==> config.mk <==
export PLATFORM = sky130hd
export DESIGN_NAME = tick_prescaler
export DESIGN_NICKNAME = d
export VERILOG_FILES = /design/src/rtl/vehicle_speed_model_prescaler.sv
export SDC_FILE = /design/constraint.sdc
export NUM_CORES = 1
export LEC_CHECK = 0
export BUFFER_PORTS_ARGS = -buffer_cell sky130_fd_sc_hd__buf_2
export CORE_AREA = 3 3 40 42
export CTS_BUF_LIST = sky130_fd_sc_hd__clkbuf_16
export DETAILED_ROUTE_END_ITERATION = 10
export DIE_AREA = 0 0 43 45
export PLACE_DENSITY = 0.62
export SLEW_MARGIN = 20
export SYNTH_ARGS = -nofsm -noshare
export SYNTH_HDL_FRONTEND = slang
export SYNTH_SLANG_ARGS = --single-unit
==> constraint.sdc <==
create_clock -name clk -period 1.58 [get_ports clk]
set_input_delay 0.158 -clock clk [delete_from_list [all_inputs] [get_ports clk]]
set_output_delay 0.158 -clock clk [all_outputs]
set_load 0.05 [all_outputs]
==> src/rtl/vehicle_speed_model_prescaler.sv <==
// tick_prescaler: free-running 0..CLK_DIV-1 counter with a registered one-cycle pulse per wrap.
module tick_prescaler #(
  parameter int CLK_DIV = 1000
) (
  input  logic clk,
  input  logic rst,
  output logic tick
);
  localparam int W = $clog2(CLK_DIV);
  logic [W-1:0] cnt_q, cnt_d;
  logic         tick_q, tick_d;
  always_comb begin
    tick_d = cnt_q == W'(CLK_DIV - 1);
    cnt_d  = tick_d ? '0 : cnt_q + 1'b1;
  end
  always_ff @(posedge clk) begin
    if (rst) begin
      cnt_q  <= '0;
      tick_q <= 1'b0;
    end else begin
      cnt_q  <= cnt_d;
      tick_q <= tick_d;
    end
  end
  assign tick = tick_q;
endmodule

Word level (Yosys, flattened, before mapping). Index checks and enable logic that the tools add are counted. W data, S select, Z words.

Register bits after elaboration: 11. Output and inout port bits: 1.

$add $sub $neg: 1. Eq/ne operators: 1. Reductions and logical operators: 1.

Operators by type and width (number): $add A10 B1 Y10 const B (1); $eq A10 B10 Y1 const B (1); $reduce_or A2 Y1 (1).

Logic depth before layout (Yosys ltp).
Depth after elaboration: 2. Mapped depth: 4. Gate-level depth less buffers: 4.

Worst setup path before layout. Ideal clock, no wire load.

Path kind: register -> register. Start: register cnt_q[0]. End: register cnt_q[8]. Library setup time: 122 ps. Arrival time: 1162 ps. Required time: 1458 ps. Slack: 296 ps. Stages on the path, launching flop included: 5. Clock period less this slack: 1284 ps. Cells stage by stage: dfxtp_1 -> ha_1 -> and4bb_2 -> nand3_1 -> a221o_1.

Longest elaborated chain between the ends: 2. Elaborated cells between the ends (all ways): 3.

Ends and longest elaborated chain: start: declaration (RTL line 10) `logic [W-1:0] cnt_q, cnt_d;`; start signal: assignment (RTL line 21) `cnt_q <= cnt_d;`; branches (longest 2 deep; another with $add A10 B1 Y10).

Several ways; the timed one is not identified. A chain may end at the register's enable or synchronous reset.

Final worst setup path. Ends and elaborated chain as after synthesis.

==> flow_summary.toml <==
[finish]
final_area_um2 = 593
post_route_cells_drive_above_1_share_pct = 16.7
area_growth_pct = 22.2
diodes = 0
nNetsFinal = 64
layout_commonest_cell = "dfxtp_1"
fillers = 122
final_cell_mix = "dfxtp_1, nor2_1, nand3_1"

[floorplan]
fp.dieW_um = 43
dieHeight_um = 45
ioPinCount = 3
placementRows = 13
dieArea_mm2 = 0.00194
fp.coreArea_mm2 = 0.00128
start_util_pct = 37.8

[timing]
finalClockSkew_ns = 0.00158
slew_viol_final = 0
rsz0062_at_grt = "false"
post-route-period-util_pct = 85.6
hold_viol = 0
worst_pin_slew_ns = 0.265
max_slew_margin_pct = 82.1
tns_ns = 0
max_freq_mhz = 739
finalWorstSetupSlack_ns = 0.227
setup_viol = 0
period_needed_ns = 1.35

[global_route]
grt_overflow = 0
antenna_found_initial = 0
grt_pass1_wl_mm = 1.60
track_usage_pct = 11.2
grt_max_degree = 8
grt_pass1_vias = 358

[routing]
routedWlPerCell_um = 11.9
detail-route-antenna-nets = 0
dr.pass1.iters = 4
dr_total_vias = 404
routed.top_layer = "met3"
met2_length_um = 381
met3_length_um = 64
viasPerCell = 5.39
wl_met1_um = 450
drc = 0
drt_iter0_drc = 6
wl_um = 896

[clocking]
root_buffer = "clkbuf_16"
postCtsSetupBuffers = 0
cts_buffers = 3
cts_tree = "done"
cts_resized = 0
clkSinkCount = 11
clk_latency_ns = 0.23
clk_pin_slew_worst_paths_ns = 0.04
clock_path_buffers = 2
cts_max_level = 1
hold_buffers = 0

[setup_path]
worstSetupStartpointType = "flip-flop"
rrSetupSlack_ns = 0.23
r2r_start = "cnt_q[0]"
reg2reg_depth = 4
end_kind = "flip-flop"
reg2reg_to = "cnt_q[8]"
critPathKind = "reg2reg"
path_max_fanout = 4
critPathArrivalTime_ns = 1.47
crit_slowest_cell = "dfxtp_1"
crit_chain = "ha_1 > and4bb_2 > nand3_1 > a221o_1"
required_ns = 1.70
slowest_delay_ns = 0.35

[min_path]
min_from = "rst"
hp-class = "in2reg"
worstHoldPathCells = 2
holdPathEnd = "tick"

[power]
swShare_pct = 18.7
internal-power_uw = 644
leakagePower_nw = 0.215
power_density_mw_per_mm2 = 1340
net-switching-power_uw = 148
vdd_ir_drop_max_v = 0.000661
pwr-share-seq_pct = 38.8
p_total_uw = 792
combPwrFrac_pct = 4.5
clkPwrFrac_pct = 56.8

[synth]
yosysSeqAreaShare_pct = 45.4
synth_cell_types = 25
synth_top_cell_area_share_pct = 45.4
syn-cell-area_um2 = 485
avgSynthCellArea_um2 = 8.99
ys_warn_count = 0
synth_cells = 54
yosys.area.top_type = "dfxtp_1"
yosys_register_bits = 11
synth.area.top_cells = "dfxtp_1, nor2_1, nand3_1"
mappedNetlistNets = 57

[flow_run]
drv_cap = 0

[outcome]
outcome = "completed"

[placed_design]
dp_slack_ns = 0.231
dpl.hpwl_um = 658
port_buffers = 2
gp_congestion = 0.796
placed_area_um2 = 514
synthesized netlist by cell type:
library cell	count
a21oi_1	3
xnor2_1	1
and4bb_2	1
or3_2	1
a31o_2	1
xor2_1	2
or2_2	1
and4_1	1
o221ai_1	1
nor2b_1	1
o21ai_0	3
a221o_1	1
nor2_1	7
nand4_1	2
nand2_1	3
inv_1	1
nor4b_1	1
or3_1	2
o21a_1	1
dfxtp_1	11
or4_1	1
nand2_2	1
a31oi_1	1
nand3_1	5
ha_1	1
how the worst max path moves through the flow:
stage	start	to	slack, ns
floorplan	cnt_q[0]	cnt_q[8]	0.30
global placement	cnt_q[0]	cnt_q[8]	0.26
detailed placement	cnt_q[0]	cnt_q[8]	0.23
CTS	cnt_q[0]	cnt_q[8]	0.23
global route	cnt_q[0]	cnt_q[8]	0.13
finish	cnt_q[0]	cnt_q[8]	0.23
cell families after synthesis:
logic type	Yosys count	synth area share [%]
xor+xnor	3	5.41
buf+inv	1	0.772
simple gates	27	31.2
flops	11	45.4
fa+ha+maj	1	2.58
compound gates	11	14.7
metal layers:
| layer | vias up | track usage [%] |
|---|---|---|
| met4 | 0 | 3.61 |
| met2 | 11 | 15.9 |
| li1 | 213 | - |
| met5 | - | 0 |
| met1 | 180 | 14.4 |
| met3 | 0 | 6.37 |
registers in the layout, indices dropped and copies added (netlist names):
signal  flops
cnt_q      10
tick        1
power groups by stage:
| stage | logic (mW) | clock network [mW] | registers (mW) |
|---|---|---|---|
| after CTS | 0.0357 | 0.459 | 0.307 |
| after global routing | 0.0409 | 0.474 | 0.309 |
| final | 0.0354 | 0.450 | 0.307 |
| after floorplan | 0.0285 | 0 | 0.308 |
| after global placement | 0.0354 | 0 | 0.311 |
| after detailed placement | 0.0354 | 0 | 0.311 |
critical path: cells and delay by family, from the launching register on:
kind / cells / cell delay (ns)
AO/OA/AOI/OAI: 1 / 0.31
adder cells (fa/ha/maj): 1 / 0.23
flip-flops: 1 / 0.35
AND/OR/NAND/NOR: 2 / 0.35
layout make-up:
cell class / instances / area [µm²] / share of cell area, %
clock buffer: 3 / 75.1 / 12.7
clock inverter: 1 / 3.75 / 0.633
inverter: 1 / 3.75 / 0.633
timing repair buffer: 2 / 10.0 / 1.69
multi-input combinational: 42 / 262 / 44.1
tap: 15 / 18.8 / 3.16
sequential: 11 / 220 / 37.1
through the flow:
stage                     hold slack (ns)  utilization [%]  std cells
after global placement              0.430             40.0         71
final                               0.184             46.2         75
after floorplan                     0.227                -         54
after global routing                0.194             46.2         75
after detailed placement            0.428             40.0         71
after CTS                           0.181             46.2         75
(Power assumes the default switching activity.)
